## src/rtl/rlbp_wb_cfg_master.sv

```systemverilog
// rlbp_wb_cfg_master: Wishbone initiator that loads the RLBP timing registers
// from a local 16x12-bit shadow table and optionally reads back the SR byte.
//
// state  | meaning
// -------+-------------------------------------------------------------
// IDLE   | waiting for start_i; shadow table writable
// WR_REQ | timing-word write on the bus, waiting for ack or timeout
// WR_GAP | one idle bus cycle; absorbs a duplicate ack from the slave
// RD_REQ | SR read on the bus, waiting for ack or timeout
// RD_GAP | one idle bus cycle after the SR read
// DONE   | done_o pulse, busy_o already low, back to IDLE
module rlbp_wb_cfg_master #(
  parameter logic [31:0] BASE_ADDR = 32'h3000_0000,
  parameter int unsigned NREGS     = 16,
  parameter logic [7:0]  TIMEOUT   = 8'd255
) (
  input  logic        wb_clk_i,
  input  logic        wb_rst_ni,
  input  logic        cfg_we_i,
  input  logic [3:0]  cfg_idx_i,
  input  logic [11:0] cfg_dat_i,
  input  logic        start_i,
  input  logic        rd_sr_i,
  output logic        busy_o,
  output logic        done_o,
  output logic        err_o,
  output logic [7:0]  sr_o,
  output logic        sr_valid_o,
  output logic        wbm_cyc_o,
  output logic        wbm_stb_o,
  output logic        wbm_we_o,
  output logic [3:0]  wbm_sel_o,
  output logic [31:0] wbm_adr_o,
  output logic [31:0] wbm_dat_o,
  input  logic [31:0] wbm_dat_i,
  input  logic        wbm_ack_i
);

  typedef enum logic [2:0] {
    IDLE   = 3'd0,
    WR_REQ = 3'd1,
    WR_GAP = 3'd2,
    RD_REQ = 3'd3,
    RD_GAP = 3'd4,
    DONE   = 3'd5
  } state_t;

  localparam logic [3:0]  LAST_IDX = 4'(NREGS - 1);
  localparam logic [31:0] SR_ADDR  = BASE_ADDR + 32'd64;

  state_t      state;
  logic [3:0]  idx;
  logic [7:0]  tmo_cnt;
  logic        rd_sr_q;
  logic [11:0] shadow_tbl [16];

  logic [3:0]  idx_nxt;
  logic        tmo_hit;
  logic [23:0] dat_hi_unused;

  assign idx_nxt       = idx + 4'd1;
  // Abort on the cycle the no-ack count would reach TIMEOUT; an ack in that
  // same cycle still wins because it is checked first.
  assign tmo_hit       = (tmo_cnt == TIMEOUT - 8'd1);
  assign dat_hi_unused = wbm_dat_i[31:8];

  function automatic logic [31:0] word_addr(input logic [3:0] i);
    return BASE_ADDR + {26'd0, i, 2'b00};
  endfunction

  // Shadow table: writable only while the sequencer is idle.
  always_ff @(posedge wb_clk_i or negedge wb_rst_ni) begin
    if (!wb_rst_ni) begin
      for (int i = 0; i < 16; i++) shadow_tbl[i] <= '0;
    end else if (cfg_we_i && state == IDLE) begin
      shadow_tbl[cfg_idx_i] <= cfg_dat_i;
    end
  end

  // Sequencer FSM with registered bus and status outputs.
  always_ff @(posedge wb_clk_i or negedge wb_rst_ni) begin
    if (!wb_rst_ni) begin
      state      <= IDLE;
      idx        <= '0;
      tmo_cnt    <= '0;
      rd_sr_q    <= 1'b0;
      busy_o     <= 1'b0;
      done_o     <= 1'b0;
      err_o      <= 1'b0;
      sr_o       <= '0;
      sr_valid_o <= 1'b0;
      wbm_cyc_o  <= 1'b0;
      wbm_stb_o  <= 1'b0;
      wbm_we_o   <= 1'b0;
      wbm_sel_o  <= '0;
      wbm_adr_o  <= '0;
      wbm_dat_o  <= '0;
    end else begin
      done_o     <= 1'b0;
      sr_valid_o <= 1'b0;
      case (state)
        IDLE: begin
          if (start_i) begin
            rd_sr_q   <= rd_sr_i;
            err_o     <= 1'b0;
            idx       <= '0;
            tmo_cnt   <= '0;
            busy_o    <= 1'b1;
            wbm_cyc_o <= 1'b1;
            wbm_stb_o <= 1'b1;
            wbm_we_o  <= 1'b1;
            wbm_sel_o <= 4'b0001;
            wbm_adr_o <= BASE_ADDR;
            wbm_dat_o <= {20'd0, shadow_tbl[0]};
            state     <= WR_REQ;
          end
        end
        WR_REQ, RD_REQ: begin
          if (wbm_ack_i) begin
            wbm_cyc_o <= 1'b0;
            wbm_stb_o <= 1'b0;
            if (state == RD_REQ) begin
              sr_o       <= wbm_dat_i[7:0];
              sr_valid_o <= 1'b1;
              state      <= RD_GAP;
            end else begin
              state <= WR_GAP;
            end
          end else if (tmo_hit) begin
            wbm_cyc_o <= 1'b0;
            wbm_stb_o <= 1'b0;
            err_o     <= 1'b1;
            done_o    <= 1'b1;
            busy_o    <= 1'b0;
            state     <= DONE;
          end else begin
            tmo_cnt <= tmo_cnt + 8'd1;
          end
        end
        WR_GAP: begin
          if (idx == LAST_IDX) begin
            if (rd_sr_q) begin
              tmo_cnt   <= '0;
              wbm_cyc_o <= 1'b1;
              wbm_stb_o <= 1'b1;
              wbm_we_o  <= 1'b0;
              wbm_sel_o <= 4'hF;
              wbm_adr_o <= SR_ADDR;
              wbm_dat_o <= '0;
              state     <= RD_REQ;
            end else begin
              done_o <= 1'b1;
              busy_o <= 1'b0;
              state  <= DONE;
            end
          end else begin
            idx       <= idx_nxt;
            tmo_cnt   <= '0;
            wbm_cyc_o <= 1'b1;
            wbm_stb_o <= 1'b1;
            wbm_we_o  <= 1'b1;
            wbm_sel_o <= 4'b0001;
            wbm_adr_o <= word_addr(idx_nxt);
            wbm_dat_o <= {20'd0, shadow_tbl[idx_nxt]};
            state     <= WR_REQ;
          end
        end
        RD_GAP: begin
          done_o <= 1'b1;
          busy_o <= 1'b0;
          state  <= DONE;
        end
        DONE: begin
          state <= IDLE;
        end
        default: begin
          state <= IDLE;
        end
      endcase
    end
  end

endmodule

```

## config.mk

```make
export PLATFORM = sky130hd
export DESIGN_NAME = rlbp_wb_cfg_master
export DESIGN_NICKNAME = d
export VERILOG_FILES = /design/src/rtl/rlbp_wb_cfg_master.sv
export SDC_FILE = /design/constraint.sdc
export NUM_CORES = 1
export LEC_CHECK = 0
export CAP_MARGIN = 20
export CORE_ASPECT_RATIO = 1.1
export CORE_MARGIN = 2
export CORE_UTILIZATION = 56
export DETAILED_ROUTE_END_ITERATION = 8
export GPL_ROUTABILITY_DRIVEN = 0
export PLACE_DENSITY = 0.8
export SLEW_MARGIN = 10
export SYNTH_ARGS = -nofsm -noshare
export SYNTH_HDL_FRONTEND = slang
export SYNTH_SLANG_ARGS = --single-unit
```

## constraint.sdc

```tcl
create_clock -name wb_clk_i -period 2.7 [get_ports wb_clk_i]
set_input_delay 0.27 -clock wb_clk_i [delete_from_list [all_inputs] [get_ports wb_clk_i]]
set_output_delay 0.27 -clock wb_clk_i [all_outputs]
set_load 0.01 [all_outputs]
```

# Yosys cells after proc, flatten, opt, wreduce, memory -nomap -nowiden
# Cells that the tools add are included.
# totals
register_bits,290
input_bits,54
output_inout_bits,83
word_cells,129
# op_classes
addsub,3
order_cmp,3
n_eq_ne,15
mux,59
n_bitwise,2
n_reduce_logical,17
# ops
cell,count
bitwise mux 192 bit,1
2-to-1 mux 32 bit,6
one-hot mux 32 bit (2 select lines),2
binary-select mux 12 bit (select 4 bit),1
demux 12 bit (select 4 bit),1
2-to-1 mux 8 bit,5
2-to-1 mux 12 bit,3
adder 30 x 6 -> 31 bit (first input constant),1
one-hot mux 8 bit (3 select lines),1
2-to-1 mux 1 bit,20
2-to-1 mux 4 bit,5
2-to-1 mux 3 bit,6
one-hot mux 4 bit (2 select lines),2
inequality test 2 bit (second input constant),7
one-hot mux 3 bit (4 select lines),1
>= comparator 5 bit (second input constant),2
inverter 4 -> 5 bit,2
AND reduction 3 bit,3
adder 8 x 1 -> 8 bit (second input constant),1
== test 8 bit (second input constant),1
AND reduction 4 bit,2
== test 3 x 2 -> 1 bit (second input constant),2
inequality test 3 bit (second input constant),2
one-hot mux 1 bit (3 select lines),2
other kinds (16),20

# Logic depth before layout (Yosys ltp)
# Gate-level depths: netlist of the first run.
# depth
word_depth,7
depth_mapped,8
depth_no_buf,7

# Least setup slack after synthesis of the first run
# Ideal clock, no wire load.
# synth_timing
kind,register to register
startpoint,reg state[1]
endpoint,reg shadow_tbl[86] (netlist bit)
setup_ns,0.125
t_arrival_ns,1.969
required_time_ns,2.575
slack_ns,0.606
path_stages_with_launch,7
path_buffers,2
synth_period_minus_slack_ns,2.094
path_cell_list,dfrtp_1 buf_2 nor4b_4 or3b_4 nor3b_4 buf_6 mux2_2
# synth_between
elab_chain_len,2
# synth_rtl
element,line_no,rtl
start: declaration,51,state_t state;
start signal: assignment,83,state <= IDLE;
start signal: assignment,115,state <= WR_REQ;
start signal: assignment,125,state <= RD_GAP;
logical NOT 3 bit,75,end else if (cfg_we_i && state == IDLE) begin
logical AND 1 bit,75,
end signal: indexed assignment,76,shadow_tbl[cfg_idx_i] <= cfg_dat_i;
end: declaration,55,logic [11:0] shadow_tbl [16];
# Every way passes these cells.
# A chain may end at the register's enable or synchronous reset.

# Worst setup path after layout of the first run
# layout_timing
startpoint,reg idx[0]
endpoint,reg wbm_dat_o[7]
# layout_between
elab_chain_len,7
word_cells_on_any_way,10
classes_between,1 x add/sub; 2 x eq/ne; 5 x mux; 1 x bitwise; 1 x reduce/logical
# layout_rtl
element,line_no,rtl
start: declaration,52,logic [3:0] idx;
start signal: assignment,157,idx <= idx_nxt;
adder 4 x 1 -> 4 bit,61,assign idx_nxt = idx + 4'd1;
inverter 4 -> 5 bit (implied by the code),164,"wbm_dat_o <= {20'd0, shadow_tbl[idx_nxt]};"
binary-select mux 12 bit (select 4 bit),164,
2-to-1 mux 12 bit (implied by the code) (2 in series),164,
2-to-1 mux 32 bit,141,if (idx == LAST_IDX) begin
one-hot mux 32 bit (2 select lines),101,case (state)
end signal: assignment,114,"wbm_dat_o <= {20'd0, shadow_tbl[0]};"
end signal: assignment,164,
end: declaration,34,"output logic [31:0] wbm_dat_o,"
# Several ways; a longest one is shown, not always the timed one. The select of a mux whose other input is x is not followed.

==> out/qor.log, run 1 <==
[logic_synthesis] synthesized area divided by synthesized cell count 12.61 um^2
[finish] Final Non-Filler Cells 1,229
[global_routing] overall fraction of global-route tracks in use 23.39%
[logic_synthesis] post-synthesis sequential element count 240
[route] number of DRC markers in iteration 0 482
[finish] Final Cell Area 13,010 um^2
[sta] Final Worst Setup Slack 0.3105 ns
[place] worst slack, placed 0.2818 ns
[global_routing] number of global-route vias before repair 7,454
[floorplanning] overall die height 152.7 um
[worst_setup_path] dominant delay contributor by cell family on the critical path compound AO/OA/AOI/OAI gates
[logic_synthesis] synthesized netlist cell count 893
[run_status] status finished clean
[sta] Setup TNS Final 0 ns
[logic_synthesis] largest area contributor in the synthesized netlist sky130_fd_sc_hd__dfrtp_1
[sta] worst clock skew on the final layout 0.01570 ns
[logic_synthesis] Main synth FF type sky130_fd_sc_hd__dfrtp_1
[finish] Layout fillers 1,423
[power] Worst IR Drop VDD 596.3 uV
[place] Final HPWL DP 15.60 mm
[sta] Relative slew margins 52.07%
[worst_setup_path] Critical Setup Path Class reg -> reg
[place] port buffer count 67
[clocking] root buf cell sky130_fd_sc_hd__clkbuf_16
[global_routing] pin count of the biggest net entering global routing 92
[sta] unrepaired setup endpoints after global routing false
[power] static power due to leakage 5.857 nW
[clocking] number of buffers created by CTS 24
[finish] final core utilization 65.72%
[clocking] H-tree depth reported by CTS 1
[worst_setup_path] Crit Path Max Fanout 10
[global_routing] first-pass GRT wire length 39.99 mm
[logic_synthesis] share of the yosys chip area belonging to registers 53.34%
[worst_setup_path] required arrival time at the worst endpoint 3.09 ns
[clocking] maximum count of clock buffers along a single path 3
[run] maxcap violations 0
[sta] maximum clock frequency 418.5 MHz
[power] power density relative to cell area 1054 nW/um^2
[clocking] CTS tree yes
[global_routing] GR Overflow Total 0
[sta] final setup violation count 0
[route] remaining number of nets flagged by the antenna check after routing 0
[finish] total number of nets in the final design 1,017
[place] post-placement cell area 12,200 um^2
[route] DRT Wirelength 24.31 mm
[clocking] insertion delay of the later-clocked pin in the worst-skew pair 0.52 ns
[route] post-route DRC violation count 0
[sta] Period Utilization, post-route 88.50%
[hold_path] class of the worst hold path in -> reg
[finish] fraction of layout instances using a drive strength above 1 31.63%
[worst_setup_path] critical path's largest stage delay 0.60 ns
[logic_synthesis] Commonest cells post-synth sky130_fd_sc_hd__dfrtp_1, sky130_fd_sc_hd__mux2_2, sky130_fd_sc_hd__nand2_1
[logic_synthesis] top-count cell post-synth sky130_fd_sc_hd__dfrtp_1
[worst_setup_path] cells along the critical path ha_1 > and4b_1 > a2111o_1 > buf_4 > a22oi_1 > o211ai_1
[route] post-detailed-route wirelength per cell 19.78 um
[floorplanning] Horiz. Die Dim 139.2 um
[floorplanning] number of ports placed on the die boundary 137
[worst_setup_path] arrival time reported for the critical path endpoint 2.78 ns
[logic_synthesis] cell types occupying the most area after synthesis sky130_fd_sc_hd__dfrtp_1, sky130_fd_sc_hd__mux2_2, sky130_fd_sc_hd__mux4_2
[clocking] clock edge transition at the registers on the reported setup and hold paths 0.06 ns
[worst_setup_path] Critical Path Start Type flip-flop
[sta] endpoints failing hold 0
[place] number of cells after detailed placement 1,185
[worst_setup_path] worst-path cell with the longest stage delay sky130_fd_sc_hd__a2111o_1
[worst_setup_path] crit path capture type flip-flop
[floorplanning] starting density of the core 56.88%
[logic_synthesis] Yosys top cell area share 53.34%
[sta] final critical-path required period 2.389 ns
[finish] growth of design area from synthesis to finish 15.56%
[logic_synthesis] number of library cell types mapped by synthesis 51
[sta] final slew viol count 0
[floorplanning] core outline area 19,800 um^2
[worst_setup_path] crit path buf inv count 1
[floorplanning] Die Outline Area 21,260 um^2
[finish] Antenna Diode Count 0
[logic_synthesis] Netlist Area Pre-Place 11,260 um^2
[sta] minimum hold slack 0.2908 ns
[floorplanning] number of placement rows 54
[sta] Worst-Margin Slew 0.7189 ns
[clocking] Clock Sinks 240
[route] router iterations before antenna repair 5
[logic_synthesis] asr flop ratio synth 100.0%
[power] post-layout total power 13.71 mW
[logic_synthesis] number of enable-type register cells in the synthesized netlist 0
[logic_synthesis] number of warnings issued by yosys 0
[route] Vias 7,177
[route] via density per instance 5.840
[global_routing] number of antenna violations at the first check in global routing 0
-- routing by layer --
metal | GRT usage, % | part of all wire [%]
met1 | 30.46 | 41
met2 | 41.40 | 52
met3 | 2.891 | 4.1
met4 | 6.830 | 2.4
met5 | 0 | 0
-- kinds of logic (layout without fill, tap and decap cells) --
group / Yosys count / in the layout / synth area share [%]
muxes: 241 / 241 / 26.24
DFF: 240 / 240 / 53.34
and+or+nand+nor: 216 / 216 / 8.868
buffers and inverters: 117 / 157 / 5.912
AOI/OAI and AO/OA: 66 / 66 / 4.578
xor gates and xnor gates: 9 / 9 / 0.7001
adders and majority gates: 3 / 3 / 0.3334
other: 1 / 45 / 0.03331
-- flip-flops by register name, indices dropped and copies added (netlist names), 2 cells and up --
register    count
shadow_tbl    192
wbm_dat_o      12
sr_o            8
tmo_cnt         8
idx             4
wbm_adr_o       4
state           3
wbm_sel_o       2
-- placed cells by master, fill, tap and decap left out, types with 7 or more instances in the layout --
cell type and count:
sky130_fd_sc_hd__nand3_1 32, sky130_fd_sc_hd__xnor2_1 7, sky130_fd_sc_hd__nor2_1 16, sky130_fd_sc_hd__mux2i_1 24, sky130_fd_sc_hd__dfrtp_1 239, sky130_fd_sc_hd__conb_1 45, sky130_fd_sc_hd__a22oi_1 12, sky130_fd_sc_hd__clkbuf_1 7
sky130_fd_sc_hd__mux4_2 24, sky130_fd_sc_hd__clkbuf_8 8, sky130_fd_sc_hd__mux2_2 193, sky130_fd_sc_hd__nand4_1 14, sky130_fd_sc_hd__o211ai_1 12, sky130_fd_sc_hd__clkbuf_16 25, sky130_fd_sc_hd__nand2_1 126, sky130_fd_sc_hd__buf_4 32
sky130_fd_sc_hd__clkdlybuf4s50_1 66, sky130_fd_sc_hd__o21ai_0 9, sky130_fd_sc_hd__a32oi_1 12, sky130_fd_sc_hd__buf_12 7
-- report_power, final --
group | switching (mW) | internal [mW]
Sequential | 0.905 | 5.19
Clock | 1.33 | 2.01
Combinational | 1.90 | 2.38
-- repair_timing --
item                                    CTS  global route
gates resized for setup                   0             0
endpoints found under the hold margin    87             0
endpoints found under the setup margin    0             0
setup buffers                             0             0
hold buffers                              1             0
-- tightest hold or removal path: stages --
cell	delay [ns]
sky130_fd_sc_hd__clkdlybuf4s50_1	0.39
sky130_fd_sc_hd__nand2_1	0.06
sky130_fd_sc_hd__nand2_1	0.04
-- final cells by class --
cell class                 instances  area [um^2]  area share (%)
clock inverter                     3        40.04          0.3077
multi-input combinational        580         4795           36.85
inverter                           7        26.28          0.2019
sequential                       240         6007           46.17
tap                              252        315.3           2.423
clock buffer                      40        762.0           5.856
timing repair buffer             107         1066           8.193
-- final timing paths --
path	from	end	slack (ns)	cells past startpoint
max	idx[0]	wbm_dat_o[7]	0.31	6
min	wbm_dat_i[4]	sr_o[4]	0.29	3
max reg2reg	idx[0]	wbm_dat_o[7]	0.31	6
min reg2reg	wbm_adr_o[5]	wbm_adr_o[5]	0.47	2
max in group asynchronous	wb_rst_ni	shadow_tbl[65]	1.51	3
min in group asynchronous	wb_rst_ni	shadow_tbl[59]	0.35	2
(Power assumes the default switching activity.)
==> run 2: changes to the inputs <==
--- a/config.mk
+++ b/config.mk
@@ -6,12 +6,12 @@
 export NUM_CORES = 1
 export LEC_CHECK = 0
 export CAP_MARGIN = 20
-export CORE_ASPECT_RATIO = 1.1
 export CORE_MARGIN = 2
 export CORE_UTILIZATION = 56
 export DETAILED_ROUTE_END_ITERATION = 8
 export GPL_ROUTABILITY_DRIVEN = 0
 export PLACE_DENSITY = 0.8
+export SKIP_LAST_GASP = 1
 export SLEW_MARGIN = 10
 export SYNTH_ARGS = -nofsm -noshare
 export SYNTH_HDL_FRONTEND = slang
==> run 2 against run 1 <==
Effect of this change:
- register-to-register slack lost 0.11 ns
- hold slack got worse by 0.065 ns
- final area up 0.86%
- die area about the same
- routed wire length is 1.3% higher
- utilization is 1.3 points higher
- worst setup slack lost 0.11 ns
- power rose by 2.2%
- global-route usage rose by 0.40 points
- highest routed layer unchanged
- sequential cell count is the same
- critical path type unchanged
- largest power group unchanged
==> out/qor.log, run 2 (synthesis gave the netlist of run 1 again) <==
[floorplanning] Horiz. Die Dim 145.8 um [+4.7%]
[worst_setup_path] required arrival time at the worst endpoint 3.07 ns [-0.02 ns]
[route] router iterations before antenna repair 5 [unchanged]
[clocking] H-tree depth reported by CTS 1 [unchanged]
[finish] largest registers shadow_tbl: 192 flops, wbm_dat_o: 12 flops
[floorplanning] overall die height 145.8 um [-4.5%]
[global_routing] number of global-route vias before repair 7,505 [+0.68%]
[power] register share of total power 43.3% [-1.2 points]
[clocking] CTS tree yes
[finish] growth of design area from synthesis to finish 16.55%
[worst_setup_path] Crit Path Max Fanout 15 [+5]
[clocking] maximum count of clock buffers along a single path 3 [unchanged]
[route] post-detailed-route wirelength per cell 19.73 um [-0.22%]
[global_routing] GR Overflow Total 0 [unchanged]
[route] DRT Wirelength 24.63 mm [+1.3%]
[floorplanning] number of ports placed on the die boundary 137 [unchanged]
[route] Vias 7,305 [+1.8%]
[power] net switching component of the power 4.228 mW [+2.4%]
[clocking] Resized Gates After CTS 0 [unchanged]
[sta] endpoints failing hold 0 [unchanged]
[sta] worst clock skew on the final layout 0.01994 ns [+0.004243 ns]
[power] Worst IR Drop VDD 798.6 uV [+34%]
[clocking] insertion delay of the later-clocked pin in the worst-skew pair 0.53 ns [about the same]
[power] combinational share of power 31.1% [about the same]
[finish] Antenna Diode Count 0 [unchanged]
[power] P_int 9.776 mW [+2.1%]
[place] port buffer count 67 [unchanged]
[floorplanning] core outline area 19,590 um^2 [-1.0%]
[worst_setup_path] crit path capture type flip-flop
[clocking] Clock Sinks 240 [unchanged]
[hold_path] class of the worst hold path in -> async
[sta] final slew viol count 0 [unchanged]
[sta] unrepaired setup endpoints after global routing false
[finish] leading cell type in the layout, fill and taps excluded sky130_fd_sc_hd__dfrtp_1
[finish] total number of nets in the final design 1,021 [+0.39%]
[sta] Worst-Margin Slew 0.7926 ns [+0.07372 ns]
[route] remaining number of nets flagged by the antenna check after routing 0 [unchanged]
[floorplanning] starting density of the core 57.48% [+0.60 points]
[place] Final HPWL DP 15.65 mm [+0.30%]
[finish] Final Non-Filler Cells 1,248 [+1.5%]
[finish] number of flip-flops in the largest register 192 [unchanged]
[place] number of cells after detailed placement 1,201 [+1.4%]
[global_routing] number of antenna violations at the first check in global routing 0 [unchanged]
[worst_setup_path] arrival time reported for the critical path endpoint 2.87 ns [+0.09 ns]
[power] power density relative to cell area 1067 nW/um^2 [+1.3%]
[sta] Relative slew margins 47.16% [-4.9 points]
[sta] final setup violation count 0 [unchanged]
[worst_setup_path] Critical Setup Path Class reg -> reg
[global_routing] overall fraction of global-route tracks in use 23.79% [+0.40 points]
[finish] most frequent cells in the layout sky130_fd_sc_hd__dfrtp_1, sky130_fd_sc_hd__mux2_2, sky130_fd_sc_hd__nand2_1, sky130_fd_sc_hd__clkdlybuf4s50_1, sky130_fd_sc_hd__conb_1
[sta] Period Utilization, post-route 92.66% [+4.2 points]
[route] via density per instance 5.853 [+0.23%]
[sta] maximum clock frequency 399.7 MHz [-4.5%]
[global_routing] first-pass GRT wire length 40.70 mm [+1.8%]
[global_routing] pin count of the biggest net entering global routing 78 [-15%]
[sta] Setup TNS Final 0 ns [unchanged]
[run] maxcap violations 0 [unchanged]
[route] post-route DRC violation count 0 [unchanged]
[clocking] number of buffers created by CTS 25 [+4.2%]
[worst_setup_path] Register-to-Register Path Depth 6 [unchanged]
[finish] register containing the most flip-flops in the final layout shadow_tbl
[floorplanning] Die Outline Area 21,260 um^2 [about the same]
[run_status] status finished clean
[clocking] clock edge transition at the registers on the reported setup and hold paths 0.07 ns [about the same]
[finish] fraction of layout instances using a drive strength above 1 32.35% [+0.72 points]
[sta] final critical-path required period 2.502 ns [+0.1124 ns]
[clocking] root buf cell sky130_fd_sc_hd__clkbuf_16
[worst_setup_path] Critical Path Start Type flip-flop
[power] switch share 30.19% [+0.066 points]
[route] number of DRC markers in iteration 0 532 [+10%]
[power] clock network fraction of total power 25.6% [+1.3 points]
[floorplanning] number of placement rows 51 [-5.6%]
[power] static power due to leakage 5.907 nW [+0.85%]
[run 2: area by class of cell]
type	instances	area, um^2
Timing Repair Buffer	110	1101
Inverter	7	26.28
Multi-Input combinational cell	580	4795
Clock buffer	32	681.9
Fill cell	1405	6467
Sequential cell	240	6007
Tap cell	265	331.6
Clock inverter	14	180.2
[run 2: worst max-delay path, cell delays in order (launching register included)]
cell                       delay (ns)
sky130_fd_sc_hd__dfrtp_2         0.40
sky130_fd_sc_hd__ha_1            0.33
sky130_fd_sc_hd__and4b_1         0.30
sky130_fd_sc_hd__a2111o_1        0.70
sky130_fd_sc_hd__buf_12          0.27
sky130_fd_sc_hd__a22oi_1         0.21
sky130_fd_sc_hd__o211ai_1        0.14
[run 2: path summary, 6_finish.rpt]
path	start	slack [ns]	endpoint
max reg2reg	idx[0]	0.20	wbm_dat_o[8]
min	wb_rst_ni	0.23	sr_o[7]
max in group asynchronous	wb_rst_ni	1.65	shadow_tbl[8]
max	idx[0]	0.20	wbm_dat_o[8]
min reg2reg	wbm_we_o	0.48	wbm_we_o
min in group wb_clk_i	wbm_dat_i[2]	0.28	sr_o[2]
[run 2: what timing repair did]
item                      4_1_cts  5_1_grt
hold buffers                    1        0
buffers inserted                0        0
hold endpoints to repair       91        0
[run 2: power groups by stage]
stage | logic (mW) | registers (mW) | clock network (mW)
2_1_floorplan | 2.95 | 5.93 | 0
3_3_place_gp | 4.15 | 6.00 | 0
3_5_place_dp | 4.31 | 6.08 | 0
4_1_cts | 4.38 | 6.05 | 3.64
5_1_grt | 4.73 | 6.26 | 3.79
6_report | 4.36 | 6.07 | 3.58
[run 2: layer usage]
metal | wire (um) | GRT usage [%] | vias up
met4 | 628 | 6.912 | 0
met3 | 1381 | 2.821 | 57
met1 | 10220 | 32.78 | 3766
met5 | 0 | 0 | -
li1 | - | - | 3233
met2 | 12400 | 40.19 | 249
[run 2: per-stage QoR]
stage | total power [mW] | hold WS (ns) | cell area [um^2] | util [%] | setup slack [ns]
floorplan | 8.875 | -0.02559 | 11420 | - | 0.6060
global placement | 10.16 | 0.1639 | 12250 | 62.53 | 0.2571
detailed placement | 10.40 | 0.1629 | 12250 | 62.53 | 0.2115
CTS | 14.07 | 0.2164 | 13120 | 66.99 | 0.1827
global route | 14.78 | 0.2511 | 13120 | 66.99 | 0.04846
finish | 14.00 | 0.2253 | 13120 | 66.99 | 0.1981
==> run 3: changes to the inputs <==
--- a/config.mk
+++ b/config.mk
@@ -6,11 +6,14 @@
 export NUM_CORES = 1
 export LEC_CHECK = 0
 export CAP_MARGIN = 20
+export CELL_PAD_IN_SITES_DETAIL_PLACEMENT = 1
+export CELL_PAD_IN_SITES_GLOBAL_PLACEMENT = 2
+export CORE_ASPECT_RATIO = 0.7
 export CORE_MARGIN = 2
-export CORE_UTILIZATION = 56
+export CORE_UTILIZATION = 38
 export DETAILED_ROUTE_END_ITERATION = 8
 export GPL_ROUTABILITY_DRIVEN = 0
-export PLACE_DENSITY = 0.8
+export PLACE_DENSITY = 0.79
 export SKIP_LAST_GASP = 1
 export SLEW_MARGIN = 10
 export SYNTH_ARGS = -nofsm -noshare
==> run 3 against run 2 <==
Effect of this change:
- fmax fell by 1.9%
- clock power shrank 6.1%
- sequential cell count unchanged
- combinational power up 2%
==> out/qor.log, run 3 (synthesis gave the netlist of run 1 again) <==
[global_routing] number of antenna violations at the first check in global routing 0 [unchanged]
[worst_setup_path] Reg2Reg Launch Point idx[0]
[worst_setup_path] Register-to-Register Path Depth 6 [unchanged]
[global_routing] number of global-route vias before repair 7,483 [-0.29%]
[finish] Layout fillers 3,041 [+120%]
[route] uppermost signal routing layer after detailed routing met4
[worst_setup_path] Critical Path Start Type flip-flop
[run_status] status finished clean
[clocking] H-tree depth reported by CTS 1 [unchanged]
[route] DR WL met2 13.11 mm [+5.8%]
[clocking] maximum count of clock buffers along a single path 3 [unchanged]
[power] static power due to leakage 5.860 nW [-0.79%]
[route] total met3 wirelength after detailed routing 1.061 mm [-23%]
[hold_path] class of the worst hold path in -> async
[floorplanning] overall die height 148.0 um [+1.5%]
[worst_setup_path] cells along the critical path ha_1 > and4b_1 > a2111o_1 > buf_4 > a22oi_1 > o211ai_1
[power] Worst IR Drop VDD 539.1 uV [-32%]
[power] register share of total power 43.7% [+0.4 points]
[worst_setup_path] endpoint of the worst register-to-register path wbm_dat_o[9]
[sta] final critical-path required period 2.550 ns [+0.04783 ns]
[sta] minimum hold slack 0.2116 ns [-0.01366 ns]
[place] Final HPWL DP 18.35 mm [+17%]
[worst_setup_path] total number of cells along the worst setup path 6 [unchanged]
[clocking] Resized Gates After CTS 0 [unchanged]
[clocking] insertion delay of the later-clocked pin in the worst-skew pair 0.53 ns [about the same]
[route] post-detailed-route wirelength per cell 20.89 um [+5.9%]
[worst_setup_path] Worst setup startpoint idx[0]
[power] clock network fraction of total power 24.2% [-1.4 points]
[route] remaining number of nets flagged by the antenna check after routing 0 [unchanged]
[finish] total number of nets in the final design 1,021 [unchanged]
[clocking] clock edge transition at the registers on the reported setup and hold paths 0.06 ns [about the same]
[clocking] CTS tree yes
[route] post-route DRC violation count 0 [unchanged]
[sta] Final Worst Setup Slack 0.1503 ns [-0.04782 ns]
[place] worst slack, placed 0.1503 ns [-0.06120 ns]
[worst_setup_path] crit path capture type flip-flop
[route] Vias 7,125 [-2.5%]
[global_routing] overall fraction of global-route tracks in use 18.62% [-5.2 points]
[worst_setup_path] crit path buf inv count 1 [unchanged]
[sta] Setup TNS Final 0 ns [unchanged]
[worst_setup_path] worst-path cell with the longest stage delay sky130_fd_sc_hd__a2111o_1
[worst_setup_path] required arrival time at the worst endpoint 3.08 ns [about the same]
[sta] Period Utilization, post-route 94.43% [+1.8 points]
[sta] final setup violation count 0 [unchanged]
[sta] endpoints failing hold 0 [unchanged]
[global_routing] first-pass GRT wire length 44.74 mm [+9.9%]
[route] DRT Wirelength 28.27 mm [+15%]
[floorplanning] Die Outline Area 31,050 um^2 [+46%]
[sta] unrepaired setup endpoints after global routing false
[worst_setup_path] dominant delay contributor by cell family on the critical path compound AO/OA/AOI/OAI gates
[finish] fraction of layout instances using a drive strength above 1 31.62% [-0.73 points]
[finish] leading cell type in the layout, fill and taps excluded sky130_fd_sc_hd__dfrtp_1
[power] net switching component of the power 4.301 mW [+1.7%]
[sta] Relative slew margins 49.46% [+2.3 points]
[power] P_int 9.568 mW [-2.1%]
[sta] Worst-Margin Slew 0.7558 ns [-0.03687 ns]
[power] combinational share of power 32.0% [+0.9 points]
[sta] worst clock skew on the final layout 0.007052 ns [-0.01289 ns]
[floorplanning] core outline area 29,020 um^2 [+48%]
[global_routing] pin count of the biggest net entering global routing 86 [+10%]
[finish] register containing the most flip-flops in the final layout shadow_tbl
[worst_setup_path] Crit Path Max Fanout 13 [-2]
[floorplanning] Horiz. Die Dim 209.7 um [+44%]
[clocking] Clock Sinks 240 [unchanged]
[route] via density per instance 5.266 [-10%]
[finish] number of flip-flops in the largest register 192 [unchanged]
[clocking] number of buffers created by CTS 26 [+4.0%]
[power] power density relative to cell area 1052 nW/um^2 [-1.4%]
[place] port buffer count 67 [unchanged]
[finish] most frequent cells in the layout sky130_fd_sc_hd__dfrtp_1, sky130_fd_sc_hd__mux2_2, sky130_fd_sc_hd__nand2_1, sky130_fd_sc_hd__clkdlybuf4s50_1, sky130_fd_sc_hd__conb_1
[worst_setup_path] arrival time reported for the critical path endpoint 2.92 ns [+0.05 ns]
[global_routing] GR Overflow Total 0 [unchanged]
[route] router iterations before antenna repair 5 [unchanged]
[finish] growth of design area from synthesis to finish 17.06%
[route] M1 WL 13.72 mm [+34%]
[route] number of DRC markers in iteration 0 332 [-38%]
[sta] maximum clock frequency 392.2 MHz [-1.9%]
[floorplanning] number of placement rows 52 [+2.0%]
[floorplanning] starting density of the core 38.80% [-19 points]
[worst_setup_path] critical path's largest stage delay 0.69 ns [about the same]
[worst_setup_path] register-to-register setup slack 0.15 ns [-0.05 ns]
[worst_setup_path] Critical Setup Path Class reg -> reg
[finish] largest registers shadow_tbl: 192 flops, wbm_dat_o: 12 flops
[worst_setup_path] worst setup path end wbm_dat_o[9]
[run] maxcap violations 0 [unchanged]
[finish] final core utilization 45.42% [-22 points]
[sta] final slew viol count 0 [unchanged]
[power] switch share 31.01% [+0.82 points]
[floorplanning] number of ports placed on the die boundary 137 [unchanged]
[clocking] root buf cell sky130_fd_sc_hd__clkbuf_16
run 3: cell types whose count changed in the layout (fill, tap and decap cells not counted), sizes merged:
cell and delta:
clkinv -7, bufinv -3, clkbuf +3, buf -1
clkinvlp -1, diode +1
run 3: final cells by class:
class	instances	area (um^2)	share of cell area (%)
tap	378	473.0	3.588
timing repair buffer	109	1097	8.325
sequential	240	6007	45.58
inverter	7	26.28	0.1994
multi-input combinational	580	4795	36.38
clock buffer	35	735.7	5.582
antenna	1	2.502	0.01899
clock inverter	3	43.79	0.3323
run 3: how the worst min path moves through the flow:
stage / end
floorplan: busy_o
global placement: shadow_tbl[11]
detailed placement: shadow_tbl[23]
CTS: shadow_tbl[11]
global route: shadow_tbl[11]
finish: shadow_tbl[11]
run 3: timing repair:
action / 4_1_cts / 5_1_grt
hold endpoints to repair: 36 / 0
hold buffers: 1 / 0
setup endpoints to repair: 0 / 0
setup buffers: 0 / 0
run 3: routing by layer:
metal  global-route usage [%]  vias up
met4                    3.191        0
li1                         -     3214
met1                    27.69     3767
met5                        0        -
met2                    29.29      116
met3                    2.847       28
run 3: per-stage QoR:
stage,instance area (um^2),total power [mW],std cells
6_report,13180,13.87,1353
5_1_grt,13180,14.75,1352
4_1_cts,13160,14.00,1350
3_5_place_dp,12370,10.55,1311
3_3_place_gp,12370,10.33,1311
2_1_floorplan,11420,8.875,937
run 3: power groups by stage:
stage / Combinational (mW) / Sequential, mW / Clock, mW
CTS: 4.47 / 6.07 / 3.46
finish: 4.44 / 6.07 / 3.36
global route: 4.85 / 6.28 / 3.62
floorplan: 2.95 / 5.93 / 0
global placement: 4.30 / 6.03 / 0
detailed placement: 4.44 / 6.12 / 0
